File: src/rtl/ram_arbiter_if.sv
// ram_arbiter_if
// Purpose : one requester port of the RAM arbiter. A master raises req with
//           we/addr/wdata and holds it until a one-cycle ack comes back. For
//           reads, rdata is valid with ack.
// Signals : req   - access request, held high until ack
//           we    - 1 = write, 0 = read
//           addr  - access address (ADDR_WIDTH)
//           wdata - write data (DATA_WIDTH)
//           ack   - one-cycle completion pulse
//           rdata - registered read data, held until the next read on this port
// Modports: master - the requester (CPU, loader, debug port)
//           slave  - the arbiter side
interface ram_arbiter_if #(
   parameter int ADDR_WIDTH = 8,
   parameter int DATA_WIDTH = 8
);
   logic                  req;
   logic                  we;
   logic [ADDR_WIDTH-1:0] addr;
   logic [DATA_WIDTH-1:0] wdata;
   logic                  ack;
   logic [DATA_WIDTH-1:0] rdata;

   modport master (
      output req, we, addr, wdata,
      input  ack, rdata
   );

   modport slave (
      input  req, we, addr, wdata,
      output ack, rdata
   );
endinterface

File: src/rtl/ram_arbiter.sv
// ram_arbiter
// Purpose : shares a single-port RAM between two masters (p0 = CPU, p1 = loader
//           or debug port). Each access runs IDLE -> SETUP -> STROBE -> ACK, so
//           one access completes every 4 cycles. Arbitration happens only in
//           IDLE. The winner's we/addr/wdata are latched at that point, and
//           later changes on the requester inputs are ignored until the next
//           arbitration.
// Ports   : clk       - system clock, all state on the rising edge
//           reset     - asynchronous, active-low reset
//           p0, p1    - requester ports (ram_arbiter_if.slave)
//           ram_addr  - RAM address, registered, held in IDLE
//           ram_wdata - RAM write data, registered, held in IDLE
//           ram_we    - RAM write strobe, high only during STROBE of a write
//           ram_oe    - RAM read enable, high only during STROBE of a read
//           ram_rdata - RAM read data, valid while ram_oe is high
//           busy      - high in every state except IDLE
//           grant_id  - port owning the current or most recent transaction
// Config  : RAM_ARB_FIXED_PRIO_EN - when defined, port 0 always wins
//           contention. Otherwise (the default) contention is round-robin
//           using last_grant.
module ram_arbiter #(
   parameter int ADDR_WIDTH = 8,
   parameter int DATA_WIDTH = 8
) (
   input  logic                  clk,
   input  logic                  reset,
   ram_arbiter_if.slave          p0,
   ram_arbiter_if.slave          p1,
   output logic [ADDR_WIDTH-1:0] ram_addr,
   output logic [DATA_WIDTH-1:0] ram_wdata,
   output logic                  ram_we,
   output logic                  ram_oe,
   input  logic [DATA_WIDTH-1:0] ram_rdata,
   output logic                  busy,
   output logic                  grant_id
);

   typedef enum logic [1:0] {
      IDLE   = 2'd0,
      SETUP  = 2'd1,
      STROBE = 2'd2,
      ACK    = 2'd3
   } state_t;

   state_t                state_q, state_d;
   logic                  we_q, we_d;
   logic [ADDR_WIDTH-1:0] addr_q, addr_d;
   logic [DATA_WIDTH-1:0] wdata_q, wdata_d;
   logic                  ram_we_q, ram_we_d;
   logic                  ram_oe_q, ram_oe_d;
   logic                  grant_q, grant_d;
   logic                  last_grant_q, last_grant_d;
   logic                  p0_ack_q, p0_ack_d;
   logic                  p1_ack_q, p1_ack_d;
   logic [DATA_WIDTH-1:0] p0_rdata_q, p0_rdata_d;
   logic [DATA_WIDTH-1:0] p1_rdata_q, p1_rdata_d;
   logic                  winner;

   // Winner of the current IDLE cycle. The value only matters when at least
   // one req is high.
   always_comb begin
      winner = 1'b0;
`ifdef RAM_ARB_FIXED_PRIO_EN
      winner = ~p0.req;
`else
      // Under contention the port that did not win last time goes next.
      if (p0.req && p1.req) begin
         winner = ~last_grant_q;
      end else begin
         winner = p1.req;
      end
`endif
   end

   // Next-state and output decode. The strobes and the ack are computed one
   // state early so that they come straight from flops during STROBE and ACK.
   always_comb begin
      state_d      = state_q;
      we_d         = we_q;
      addr_d       = addr_q;
      wdata_d      = wdata_q;
      grant_d      = grant_q;
      last_grant_d = last_grant_q;
      ram_we_d     = 1'b0;
      ram_oe_d     = 1'b0;
      p0_ack_d     = 1'b0;
      p1_ack_d     = 1'b0;
      p0_rdata_d   = p0_rdata_q;
      p1_rdata_d   = p1_rdata_q;

      case (state_q)
         IDLE: begin
            if (p0.req || p1.req) begin
               state_d      = SETUP;
               grant_d      = winner;
               last_grant_d = winner;
               if (winner) begin
                  we_d    = p1.we;
                  addr_d  = p1.addr;
                  wdata_d = p1.wdata;
               end else begin
                  we_d    = p0.we;
                  addr_d  = p0.addr;
                  wdata_d = p0.wdata;
               end
            end
         end
         SETUP: begin
            state_d  = STROBE;
            ram_we_d = we_q;
            ram_oe_d = ~we_q;
         end
         STROBE: begin
            state_d = ACK;
            // ram_oe is high during this cycle, so ram_rdata is valid at the
            // closing edge.
            if (grant_q) begin
               p1_ack_d = 1'b1;
               if (!we_q) begin
                  p1_rdata_d = ram_rdata;
               end
            end else begin
               p0_ack_d = 1'b1;
               if (!we_q) begin
                  p0_rdata_d = ram_rdata;
               end
            end
         end
         ACK: begin
            state_d = IDLE;
         end
         default: begin
            state_d = IDLE;
         end
      endcase
   end

   // last_grant resets to 1 so that port 0 wins the first contention.
   always_ff @(posedge clk or negedge reset) begin
      if (!reset) begin
         state_q      <= IDLE;
         we_q         <= 1'b0;
         addr_q       <= '0;
         wdata_q      <= '0;
         ram_we_q     <= 1'b0;
         ram_oe_q     <= 1'b0;
         grant_q      <= 1'b0;
         last_grant_q <= 1'b1;
         p0_ack_q     <= 1'b0;
         p1_ack_q     <= 1'b0;
         p0_rdata_q   <= '0;
         p1_rdata_q   <= '0;
      end else begin
         state_q      <= state_d;
         we_q         <= we_d;
         addr_q       <= addr_d;
         wdata_q      <= wdata_d;
         ram_we_q     <= ram_we_d;
         ram_oe_q     <= ram_oe_d;
         grant_q      <= grant_d;
         last_grant_q <= last_grant_d;
         p0_ack_q     <= p0_ack_d;
         p1_ack_q     <= p1_ack_d;
         p0_rdata_q   <= p0_rdata_d;
         p1_rdata_q   <= p1_rdata_d;
      end
   end

   assign ram_addr  = addr_q;
   assign ram_wdata = wdata_q;
   assign ram_we    = ram_we_q;
   assign ram_oe    = ram_oe_q;
   assign busy      = (state_q != IDLE);
   assign grant_id  = grant_q;
   assign p0.ack    = p0_ack_q;
   assign p1.ack    = p1_ack_q;
   assign p0.rdata  = p0_rdata_q;
   assign p1.rdata  = p1_rdata_q;

endmodule
File: src/flat_wrapper.sv
// flat-port wrapper written by rule: the top's interface ports become plain ports
module ram_arbiter_flat 
#(
   parameter int ADDR_WIDTH = 8,
   parameter int DATA_WIDTH = 8
)
  (clk, reset, ram_addr, ram_wdata, ram_we, ram_oe, ram_rdata, busy, grant_id, p0_req, p0_we, p0_addr, p0_wdata, p0_ack, p0_rdata, p1_req, p1_we, p1_addr, p1_wdata, p1_ack, p1_rdata);
  ram_arbiter_if #(.ADDR_WIDTH(ADDR_WIDTH), .DATA_WIDTH(DATA_WIDTH)) p0_i ();
  ram_arbiter_if #(.ADDR_WIDTH(ADDR_WIDTH), .DATA_WIDTH(DATA_WIDTH)) p1_i ();
  input  logic clk;
  input  logic reset;
  output logic [ADDR_WIDTH-1:0] ram_addr;
  output logic [DATA_WIDTH-1:0] ram_wdata;
  output logic ram_we;
  output logic ram_oe;
  input  logic [DATA_WIDTH-1:0] ram_rdata;
  output logic busy;
  output logic grant_id;
  input wire logic [$bits(p0_i.req)-1:0] p0_req;
  input wire logic [$bits(p0_i.we)-1:0] p0_we;
  input wire logic [$bits(p0_i.addr)-1:0] p0_addr;
  input wire logic [$bits(p0_i.wdata)-1:0] p0_wdata;
  output wire logic [$bits(p0_i.ack)-1:0] p0_ack;
  output wire logic [$bits(p0_i.rdata)-1:0] p0_rdata;
  input wire logic [$bits(p1_i.req)-1:0] p1_req;
  input wire logic [$bits(p1_i.we)-1:0] p1_we;
  input wire logic [$bits(p1_i.addr)-1:0] p1_addr;
  input wire logic [$bits(p1_i.wdata)-1:0] p1_wdata;
  output wire logic [$bits(p1_i.ack)-1:0] p1_ack;
  output wire logic [$bits(p1_i.rdata)-1:0] p1_rdata;
  assign p0_i.req = p0_req;
  assign p0_i.we = p0_we;
  assign p0_i.addr = p0_addr;
  assign p0_i.wdata = p0_wdata;
  assign p0_ack = p0_i.ack;
  assign p0_rdata = p0_i.rdata;
  assign p1_i.req = p1_req;
  assign p1_i.we = p1_we;
  assign p1_i.addr = p1_addr;
  assign p1_i.wdata = p1_wdata;
  assign p1_ack = p1_i.ack;
  assign p1_rdata = p1_i.rdata;
  ram_arbiter #(.ADDR_WIDTH(ADDR_WIDTH), .DATA_WIDTH(DATA_WIDTH)) u_core (.clk(clk), .reset(reset), .p0(p0_i), .p1(p1_i), .ram_addr(ram_addr), .ram_wdata(ram_wdata), .ram_we(ram_we), .ram_oe(ram_oe), .ram_rdata(ram_rdata), .busy(busy), .grant_id(grant_id));
endmodule
File: config.mk
export PLATFORM = sky130hd
export DESIGN_NAME = ram_arbiter_flat
export DESIGN_NICKNAME = d
export VERILOG_FILES = /design/src/rtl/ram_arbiter_if.sv /design/src/rtl/ram_arbiter.sv /design/src/flat_wrapper.sv
export SDC_FILE = /design/constraint.sdc
export NUM_CORES = 1
export LEC_CHECK = 0
export BUFFER_PORTS_ARGS = -buffer_cell sky130_fd_sc_hd__buf_2
export CELL_PAD_IN_SITES_DETAIL_PLACEMENT = 1
export CELL_PAD_IN_SITES_GLOBAL_PLACEMENT = 1
export CORE_MARGIN = 2
export CORE_UTILIZATION = 37
export DETAILED_ROUTE_END_ITERATION = 8
export PLACE_DENSITY_LB_ADDON = 0.1
export REMOVE_ABC_BUFFERS = 1
export SETUP_SLACK_MARGIN = 0.3
export SYNTH_ARGS = -nofsm -noshare
export SYNTH_HDL_FRONTEND = slang
export SYNTH_SLANG_ARGS = --single-unit
File: constraint.sdc
create_clock -name clk -period 4.85 [get_ports clk]
set_input_delay 1.2125 -clock clk [delete_from_list [all_inputs] [get_ports clk]]
set_output_delay 1.2125 -clock clk [all_outputs]
set_load 0.005 [all_outputs]
* Word-level counts from Yosys, hierarchy flattened *
Index checks and enable logic that the tools add are counted.

cells by class
  equal/unequal tests = 4
  mux-type cells = 12
  bitwise logic cells = 3
  reduce and logical (&&, ||, !) cells = 7

operator list
  kind                count
  $mux 8              2
  $mux 1              8
  $pmux 2 s4          1
  $reduce_and 3->1    2
  $eq 2x2->1 const B  2
  $not 1->1           3
  $eq 2x1->1 const B  1
  $logic_not 2->1     1
  $mux 2              1
  $ne 2x1->1 const B  1
  $reduce_and 2->1    1
  $reduce_bool 2->1   1
  $logic_and 1x1->1   1
  $logic_or 1x1->1    1

storage, ports and cells
  flip-flop bits (word level) = 41
  logic and storage cells = 38

* Longest topological paths before layout *
Gate-level depths: netlist (run 1).

  depth after elaboration = 3
  mapped depth = 8
  depth with buffers taken out = 5

* Worst setup path after synthesis (run 1) *
Ideal clock, no wire load.

  path type = input -> register
  from = input p0_req
  to = register u_core.state_q[1]
  arrival time = 1.979 ns
  required time = 4.725 ns
  path slack = 2.746 ns
  stages on the path = 3
  buffers on the path = 1
  cells stage by stage = buf_2 -> or3_4 -> mux2_4

on the way
  longest elaborated chain between the ends = 2

RTL lines
  element                      RTL line            source
  start, declared              flat_wrapper.sv:19  input wire logic [$bits(p0_i.req)-1:0] p0_req;
  $logic_or 1x1->1             ram_arbiter.sv:93   if (p0.req || p1.req) begin
  $ne 2x1->1 (no source line)  -
  end signal, assigned         ram_arbiter.sv:154  state_q <= state_d;
  end, declared                ram_arbiter.sv:45   state_t state_q, state_d;

Every way passes these cells.
A chain may end at the register's enable or synchronous reset.

* Worst setup path after layout (run 1) *
  from = register u_core.state_q[0]
  to = output busy

on the way
  longest elaborated chain between the ends = 1

RTL lines
  element            RTL line            source
  $reduce_bool 2->1  ram_arbiter.sv:173  assign busy = (state_q != IDLE);
  end, declared      flat_wrapper.sv:17  output logic busy;

Every way passes these cells.

==> results of run 1 <==
layer usage:
metal  part of all wire (%)  track usage (%)
met3                    7.8             6.58
met2                     49             27.0
met4                    1.1             5.66
met5                      0                0
met1                     42             19.9
worst max-delay path by stage:
| stage | from | end | slack, ps |
|---|---|---|---|
| 6_report | u_core.state_q[0] | busy | 2300 |
| 2_1_floorplan | u_core.state_q[0] | busy | 2820 |
| 3_5_place_dp | p0_req | u_core.ram_wdata[2] | 2500 |
| 3_3_place_gp | p1_req | u_core.ram_addr[6] | 2510 |
| 5_1_grt | u_core.state_q[0] | busy | 2210 |
| 4_1_cts | u_core.state_q[0] | busy | 2280 |
critical path: cells and delay by family, from the launching register on:
kind                     cells  cell delay [ps]
buffers and inverters        3              290
adder cells (fa/ha/maj)      1              350
flip-flops                   1              410
layout make-up:
class,count,area (sq um)
multi-input combinational,107,671
inverter,3,13.8
clock buffer,5,68.8
tap,54,67.6
sequential,41,1030
clock inverter,3,17.5
timing repair buffer,83,415
fill,559,2410
metrics by stage:
stage	instances	utilization [%]	total power [uW]	hold slack, ps
finish	296	48.6	1400	507
global route	296	48.6	1530	531
CTS	296	48.6	1420	510
detailed placement	288	46.8	1200	490
global placement	288	46.8	1170	484
floorplan	151	-	926	451
flip-flops by register name (all words and copies together) (netlist names):
register / cells
u_core.ram_addr: 8
u_core.last_grant_q: 1
u_core.p1.rdata: 8
u_core.ram_wdata: 8
u_core.state_q: 2
u_core.p0.ack: 1
u_core.p0.rdata: 8
u_core.grant_id: 1
u_core.p1.ack: 1
u_core.ram_we: 1
u_core.ram_oe: 1
u_core.we_q: 1
cell usage in the layout (no fill, tap or decap):
cell type | synthesis | layout
buf_2 | 5 | 83
dfrtp_1 | 40 | 40
a21oi_1 | 36 | 36
nand2_1 | 18 | 18
nor2_1 | 18 | 18
mux2_2 | 16 | 16
clkbuf_8 | 0 | 5
ha_1 | 4 | 4
nor2b_1 | 3 | 3
inv_1 | 2 | 2
and2_1 | 2 | 2
clkinv_2 | 0 | 2
inv_4 | 1 | 1
a21bo_2 | 1 | 1
a21boi_4 | 1 | 1
o21ai_2 | 1 | 1
o21a_1 | 1 | 1
nor3_1 | 1 | 1
nand2b_1 | 1 | 1
o21ai_0 | 1 | 1
or3_4 | 1 | 1
mux2_4 | 1 | 1
a31oi_1 | 1 | 1
clkinvlp_4 | 0 | 1
dfstp_2 | 1 | 1
power by group through the flow:
| stage | logic, uW | registers (uW) | clock network [uW] |
|---|---|---|---|
| after floorplan | 303 | 623 | 0 |
| after global placement | 561 | 613 | 0 |
| after detailed placement | 580 | 616 | 0 |
| after CTS | 579 | 611 | 233 |
| after global routing | 649 | 631 | 247 |
| final | 566 | 607 | 226 |
kinds of logic after synthesis:
| group | Yosys count | share of synthesized area, % |
|---|---|---|
| AND/OR/NAND/NOR | 44 | 10.6 |
| AO/OA/AOI/OAI | 42 | 13.2 |
| flip-flops | 41 | 57.4 |
| multiplexers | 17 | 10.9 |
| buffers and inverters | 13 | 5.11 |
| adder cells (fa/ha/maj) | 4 | 2.80 |
==> flow_metrics.py, run 1 <==
metrics = {
    "floorplanning": {
        "ioPinCount": 84,
        "core_sq_um": 4690,
        "start_util_pct": 38.1,
        "die_h_um": 73.5,
        "die_x_um": 73.5,
        "fp-row-count": 25,
        "die-area_sq_um": 5410,
    },
    "clock_tree": {
        "cts_tree": "done",
        "clockBufferDepth": 2,
        "hold_buffers": 0,
        "htreeDepth": 2,
        "clk-insertion-delay-late_ps": 300,
        "cts_sinks": 41,
        "cts.clk_slew.worst_paths_ps": 80,
        "numCtsBuffers": 5,
        "cts_root_buf": "clkbuf_8",
        "post_cts_buffers": 0,
        "cts_resized": 0,
    },
    "detailed_routing": {
        "drtAntennaViolNets": 0,
        "drtIter0Drc": 18,
        "drc": 0,
        "wl_per_cell_um": 14.7,
        "vias": 1449,
        "drt-total-wl_mm": 4.36,
        "drt-vias-per-instance": 4.90,
        "dr.pass1.iters": 4,
    },
    "synth": {
        "synth.yosys.seq_area_share_pct": 57.4,
        "yosysUniqueCellTypes": 24,
        "synth.area.top_cells": "dfrtp_1 (56%), a21oi_1 (10%), mux2_2 (10%)",
        "synth_flop_cell": "dfrtp_1",
        "synthMostInstantiatedCell": "dfrtp_1",
        "ys_top_cells_by_count": "dfrtp_1 (40), a21oi_1 (36), nand2_1 (18), nor2_1 (18), mux2_2 (16)",
        "syn_area_sq_um": 1790,
        "synth-seq-cells": 41,
        "syn_area_per_cell_sq_um": 11.1,
        "synth_edf_count": 0,
        "synth_largest_area_cell": "dfrtp_1",
        "synthArstFlopShare_pct": 100,
        "synth_top_area_share_pct": 55.9,
        "syn_inst": 161,
        "yosysWarningCount": 0,
    },
    "critical_path": {
        "cp.arrival_ps": 1340,
        "slowest_stage": "dfrtp_1",
        "cpPeakStageDelay_ps": 410,
        "path_cells": "inv_1, ha_1, inv_4, buf_2",
        "path_class": "register to output pin",
        "r2r-end": "u_core.p0.rdata[6]",
        "start_kind": "register",
        "rr_worst_depth": 5,
        "crit_fanout": 7,
        "rr_startpoint": "u_core.state_q[0]",
        "required_ps": 3640,
        "worst_setup_path_end_kind": "output pin",
        "r2r_slack_ps": 2860,
    },
    "placed_design": {
        "place_area_sq_um": 2190,
        "dp_worst_setup_slack_ps": 2500,
        "port_buffers": 83,
        "place_congestion": 0.755,
        "place_hpwl_mm": 3.13,
    },
    "worst_hold_path": {
        "whs_path_depth": 1,
        "hold_path_end": "u_core.p0.rdata[3]",
        "hp-start": "u_core.p0.rdata[3]",
        "hold_path_class": "register to register",
    },
    "final_layout": {
        "layout-drive-gt1-share_pct": 47.1,
        "fin_area_sq_um": 2280,
        "diodes": 0,
        "area_delta_synth_final_pct": 27.5,
        "nets": 291,
    },
    "timing": {
        "finClkSkew_ps": 5.74,
        "slew_headroom_pct": 38.4,
        "hold_violations": 0,
        "slew_violations": 0,
        "fin_crit_sh_pct": 52.7,
        "fin_tns_setup_ps": 0,
        "postLayoutSetupSlackWorst_ps": 2300,
        "finalSetupViolCount": 0,
        "min_period_ps": 2550,
        "tightest_slew_ps": 924,
        "rsz0062_at_grt": "false",
        "fmax_ghz": 0.391,
    },
    "global_routing": {
        "track_usage_pct": 16.6,
        "first_global_vias": 1461,
        "grt_overflow_total": 0,
        "grt_pass1_wl_mm": 6.79,
        "antenna_found_initial": 0,
        "grt_max_degree": 42,
    },
    "power_and_ir_drop": {
        "p_per_area_nw_per_um2": 613,
        "switching_share_pct": 35.4,
        "p_sw_uw": 496,
        "ir_drop_mv": 0.223,
        "internal-power_uw": 903,
        "leakage_uw": 0.00115,
        "power.share.clock_pct": 16.2,
        "p_seq_share_pct": 43.4,
        "p_comb_share_pct": 40.5,
    },
    "run": {
        "max_cap_viol_count": 0,
    },
    "outcome": {
        "status": "finished clean",
    },
}
(Power assumes the default switching activity.)
==> run 2, diff against run 1 <==
--- a/config.mk
+++ b/config.mk
@@ -9,7 +9,7 @@
 export CELL_PAD_IN_SITES_DETAIL_PLACEMENT = 1
 export CELL_PAD_IN_SITES_GLOBAL_PLACEMENT = 1
 export CORE_MARGIN = 2
-export CORE_UTILIZATION = 37
+export CORE_UTILIZATION = 31
 export DETAILED_ROUTE_END_ITERATION = 8
 export PLACE_DENSITY_LB_ADDON = 0.1
 export REMOVE_ABC_BUFFERS = 1
==> constraint.sdc (replaced) <==
create_clock -name clk -period 2.15 [get_ports clk]
set_input_delay 0.5375 -clock clk [delete_from_list [all_inputs] [get_ports clk]]
set_output_delay 0.5375 -clock clk [all_outputs]
set_load 0.005 [all_outputs]
==> flow_metrics.py, run 2 (synthesis gave the netlist of run 1 again) <==
metrics = {
    "detailed_routing": {
        "drc": 0,
        "drt-total-wl_mm": 4.39,
        "wl_per_cell_um": 13.8,
        "drt-vias-per-instance": 4.63,
        "drtIter0Drc": 18,
        "drtAntennaViolNets": 0,
        "dr.pass1.iters": 4,
        "vias": 1476,
    },
    "final_layout": {
        "area_delta_synth_final_pct": 32.2,
        "fin_area_sq_um": 2370,
        "num-fill-cells": 681,
        "nets": 296,
        "layout_common_cells": "buf_2 (83), dfrtp_1 (40), a21oi_1 (36), nand2_1 (18), nor2_1 (18)",
        "fin_cells": 319,
        "final_common_cell": "buf_2",
        "diodes": 0,
        "layout-drive-gt1-share_pct": 48.6,
    },
    "clock_tree": {
        "clk-insertion-delay-late_ps": 290,
        "cts_sinks": 41,
        "cts.clk_slew.worst_paths_ps": 80,
        "numCtsBuffers": 5,
        "htreeDepth": 2,
        "hold_buffers": 0,
        "cts_root_buf": "clkbuf_8",
        "cts_tree": "done",
        "clockBufferDepth": 2,
    },
    "global_routing": {
        "track_usage_pct": 14.8,
        "grt_pass1_wl_mm": 7.35,
        "antenna_found_initial": 0,
        "grt_overflow_total": 0,
        "grt_max_degree": 25,
        "first_global_vias": 1570,
    },
    "timing": {
        "rsz0062_at_grt": "false",
        "hold_violations": 0,
        "slew_violations": 0,
        "tightest_slew_ps": 490,
        "fmax_ghz": 0.569,
        "postLayoutSetupSlackWorst_ps": 394,
        "fin_crit_sh_pct": 81.7,
        "finalSetupViolCount": 0,
        "finClkSkew_ps": 5.25,
        "min_period_ps": 1760,
        "fin_tns_setup_ps": 0,
        "slew_headroom_pct": 67.2,
    },
    "critical_path": {
        "slowest_stage": "dfrtp_1",
        "required_ps": 1610,
        "crit_family": "flip-flops",
        "path_cells": "inv_1, ha_4, inv_4, buf_2",
        "cp.arrival_ps": 1220,
        "cp_num_buf_inv": 3,
        "worst_setup_path_end_kind": "output pin",
        "crit_fanout": 7,
        "cpPeakStageDelay_ps": 400,
        "start_kind": "register",
        "path_class": "register to output pin",
    },
    "outcome": {
        "status": "finished clean",
    },
    "floorplanning": {
        "die_h_um": 80.0,
        "die-area_sq_um": 6400,
        "ioPinCount": 84,
        "start_util_pct": 32.3,
        "fp-row-count": 27,
        "die_x_um": 80.0,
        "core_sq_um": 5540,
    },
    "power_and_ir_drop": {
        "ir_drop_mv": 0.366,
        "p_per_area_nw_per_um2": 1360,
        "leakage_uw": 0.00118,
    },
    "worst_hold_path": {
        "hold_path_class": "input pin to asynchronous set/reset pin",
    },
    "placed_design": {
        "place_congestion": 0.707,
        "place_hpwl_mm": 3.29,
        "dp_worst_setup_slack_ps": 445,
        "port_buffers": 83,
        "place_inst": 311,
        "place_area_sq_um": 2270,
    },
    "run": {
        "max_cap_viol_count": 0,
    },
}
## run 2: changes by cell type in the layout (fill, tap and decap cells not counted), sizes merged
cell,before,now
buf,83,88
## run 2: metal layers
| layer | routed length, um | global-route usage [%] | vias up |
|---|---|---|---|
| li1 | - | - | 710 |
| met1 | 1860 | 17.8 | 710 |
| met2 | 2150 | 25.1 | 54 |
| met3 | 358 | 5.09 | 2 |
| met4 | 24 | 4.24 | 0 |
| met5 | 0 | 0 | - |
## run 2: repair_timing
item,CTS,global route
endpoints found under the setup margin,1,1
gates resized for setup,1,1
hold endpoints to repair,0,0
buffers inserted,0,0
## run 2: area by class of cell
type / instances / area [sq um] / area share, %
sequential: 41 / 1030 / 43.4
multi-input combinational: 107 / 683 / 28.9
timing repair buffer: 88 / 465 / 19.7
tap: 72 / 90.1 / 3.81
clock buffer: 5 / 68.8 / 2.91
clock inverter: 3 / 17.5 / 0.740
inverter: 3 / 13.8 / 0.582
## run 2: where the power goes
group | internal [uW] | leakage, uW | switching (uW)
Clock | 224 | 0.0000439 | 263
Sequential | 1160 | 0.000479 | 205
Combinational | 706 | 0.000655 | 643
Total | 2100 | 0.00118 | 1110
## run 2: path summary, 6_finish.rpt
check	end	start	cells after the start	slack, ps
worst min register to register	u_core.ram_oe	u_core.we_q	1	500
worst min-delay path	u_core.ram_we	reset	1	190
min in group clk	u_core.ram_addr[5]	p0_addr[5]	3	470
max in group asynchronous	u_core.state_q[1]	reset	2	1480
worst max register to register	u_core.p0.rdata[2]	u_core.state_q[0]	6	460
worst max-delay path	busy	u_core.state_q[0]	4	390
## run 2: through the flow
stage | power [uW] | hold slack [ps] | utilization, %
finish | 3210 | 191 | 42.7
global route | 3510 | 222 | 42.7
CTS | 3260 | 197 | 42.5
detailed placement | 2750 | 488 | 40.9
global placement | 2720 | 482 | 40.9
floorplan | 2090 | 242 | -
==> run 3, diff against run 2 <==
--- a/config.mk
+++ b/config.mk
@@ -9,7 +9,7 @@
 export CELL_PAD_IN_SITES_DETAIL_PLACEMENT = 1
 export CELL_PAD_IN_SITES_GLOBAL_PLACEMENT = 1
 export CORE_MARGIN = 2
-export CORE_UTILIZATION = 31
+export CORE_UTILIZATION = 34
 export DETAILED_ROUTE_END_ITERATION = 8
 export PLACE_DENSITY_LB_ADDON = 0.1
 export REMOVE_ABC_BUFFERS = 1
==> constraint.sdc (replaced) <==
create_clock -name clk -period 1.8 [get_ports clk]
set_input_delay 0.45 -clock clk [delete_from_list [all_inputs] [get_ports clk]]
set_output_delay 0.45 -clock clk [all_outputs]
set_load 0.005 [all_outputs]
==> flow_metrics.py, run 3 (synthesis gave the netlist of run 1 again) <==
metrics = {
    "floorplanning": {
        "ioPinCount": 84,
        "start_util_pct": 35.0,
        "fp-row-count": 26,
        "die-area_sq_um": 5860,
        "core_sq_um": 5110,
        "die_x_um": 76.5,
        "die_h_um": 76.5,
    },
    "global_routing": {
        "grt_overflow_total": 0,
        "antenna_found_initial": 0,
        "grt_max_degree": 25,
        "first_global_vias": 1618,
        "grt_pass1_wl_mm": 7.76,
        "track_usage_pct": 16.6,
    },
    "critical_path": {
        "slowest_stage": "dfrtp_1",
        "crit_family": "flip-flops",
        "cpPeakStageDelay_ps": 400,
        "cp.arrival_ps": 1100,
        "crit_fanout": 3,
        "start_kind": "register",
        "path_class": "register to output pin",
        "cp_num_buf_inv": 3,
        "path_cells": "inv_2, ha_4, inv_4, buf_6",
        "required_ps": 1350,
        "worst_setup_path_end_kind": "output pin",
    },
    "outcome": {
        "status": "finished clean",
    },
    "power_and_ir_drop": {
        "ir_drop_mv": 0.550,
        "power_uw": 4420,
        "p_per_area_nw_per_um2": 1720,
        "leakage_uw": 0.00131,
    },
    "timing": {
        "postLayoutSetupSlackWorst_ps": 252,
        "slew_violations": 0,
        "fmax_ghz": 0.646,
        "min_period_ps": 1550,
        "finClkSkew_ps": 3.45,
        "holdWs_ps": 105,
        "rsz0062_at_grt": "true",
        "finalSetupViolCount": 0,
        "slew_headroom_pct": 66.6,
        "hold_violations": 0,
        "fin_crit_sh_pct": 86.0,
        "fin_tns_setup_ps": 0,
        "tightest_slew_ps": 499,
    },
    "clock_tree": {
        "cts_sinks": 41,
        "htreeDepth": 2,
        "clockBufferDepth": 2,
        "hold_buffers": 0,
        "cts_root_buf": "clkbuf_8",
        "cts_tree": "done",
        "numCtsBuffers": 5,
        "cts.clk_slew.worst_paths_ps": 80,
        "clk-insertion-delay-late_ps": 290,
    },
    "detailed_routing": {
        "dr.pass1.iters": 3,
        "drt-total-wl_mm": 4.72,
        "vias": 1500,
        "drt-vias-per-instance": 4.63,
        "drtAntennaViolNets": 0,
        "wl_per_cell_um": 14.6,
        "drtIter0Drc": 41,
        "drc": 0,
    },
    "final_layout": {
        "utilization_pct": 50.4,
        "area_delta_synth_final_pct": 43.8,
        "layout-drive-gt1-share_pct": 52.4,
        "nets": 303,
        "final_common_cell": "buf_2",
        "layout_common_cells": "buf_2 (82), dfrtp_1 (40), a21oi_1 (36), nand2_1 (18), nor2_1 (18)",
        "diodes": 0,
        "num-fill-cells": 591,
    },
    "placed_design": {
        "dp_worst_setup_slack_ps": 58.6,
        "place_hpwl_mm": 3.34,
        "place_congestion": 0.761,
        "port_buffers": 83,
    },
    "worst_hold_path": {
        "hold_path_class": "input pin to asynchronous set/reset pin",
    },
    "run": {
        "max_cap_viol_count": 0,
    },
}
## run 3: cell count changes in the layout (fill, tap and decap cells not counted), moves of 2 or more
cell / before / now
mux2_2: 16 / 0
mux2_4: 1 / 17
buf_4: 4 / 9
buf_8: 0 / 2
clkinv_2: 2 / 0
inv_1: 2 / 0
inv_2: 0 / 2
nor2b_1: 3 / 1
nor2b_4: 0 / 2
## run 3: per-layer routing
| layer | GRT usage (%) | up-vias | share of wire [%] |
|---|---|---|---|
| met4 | 4.91 | 0 | 0.80 |
| li1 | - | 723 | - |
| met3 | 4.86 | 6 | 6.4 |
| met1 | 20.2 | 711 | 44 |
| met2 | 28.6 | 60 | 48 |
| met5 | 0 | - | 0 |
## run 3: layout make-up
class                      count  area [sq um]  share of cell area, %
clock inverter                 1          30.0                   1.17
clock buffer                   7          86.3                   3.36
inverter                       3          13.8                  0.535
multi-input combinational    107           788                   30.6
sequential                    41          1030                   39.9
timing repair buffer          95           539                   21.0
tap                           70          87.6                   3.40
## run 3: worst paths after layout
| kind | start | endpoint | cells after the start | slack [ps] |
|---|---|---|---|---|
| setup reg to reg | u_core.state_q[0] | u_core.p0.rdata[5] | 6 | 280 |
| setup / recovery | u_core.state_q[0] | busy | 4 | 250 |
| hold / removal | reset | u_core.we_q | 1 | 100 |
| hold reg to reg | u_core.p1.rdata[4] | u_core.p1.rdata[4] | 1 | 510 |
| min in group clk | p0_wdata[1] | u_core.ram_wdata[1] | 3 | 380 |
| max in group asynchronous | reset | u_core.p0.rdata[0] | 2 | 1210 |
## run 3: timing repair
action                     in CTS  in global routing
pin swaps                       1                  1
setup buffers                   5                  1
cloned                          0                  0
resized for setup              29                  6
setup endpoints to repair      36                 35
## run 3: power breakdown
group / switching (uW) / internal [uW] / total, uW
Clock: 310 / 452 / 762
Combinational: 872 / 1130 / 2000
Sequential: 264 / 1390 / 1660
Total: 1450 / 2970 / 4420
## run 3: through the flow
stage	cells	area, sq um
after detailed placement	310	2270
final	324	2570
after floorplan	151	1710
after global placement	310	2270
after CTS	323	2540
after global routing	324	2570
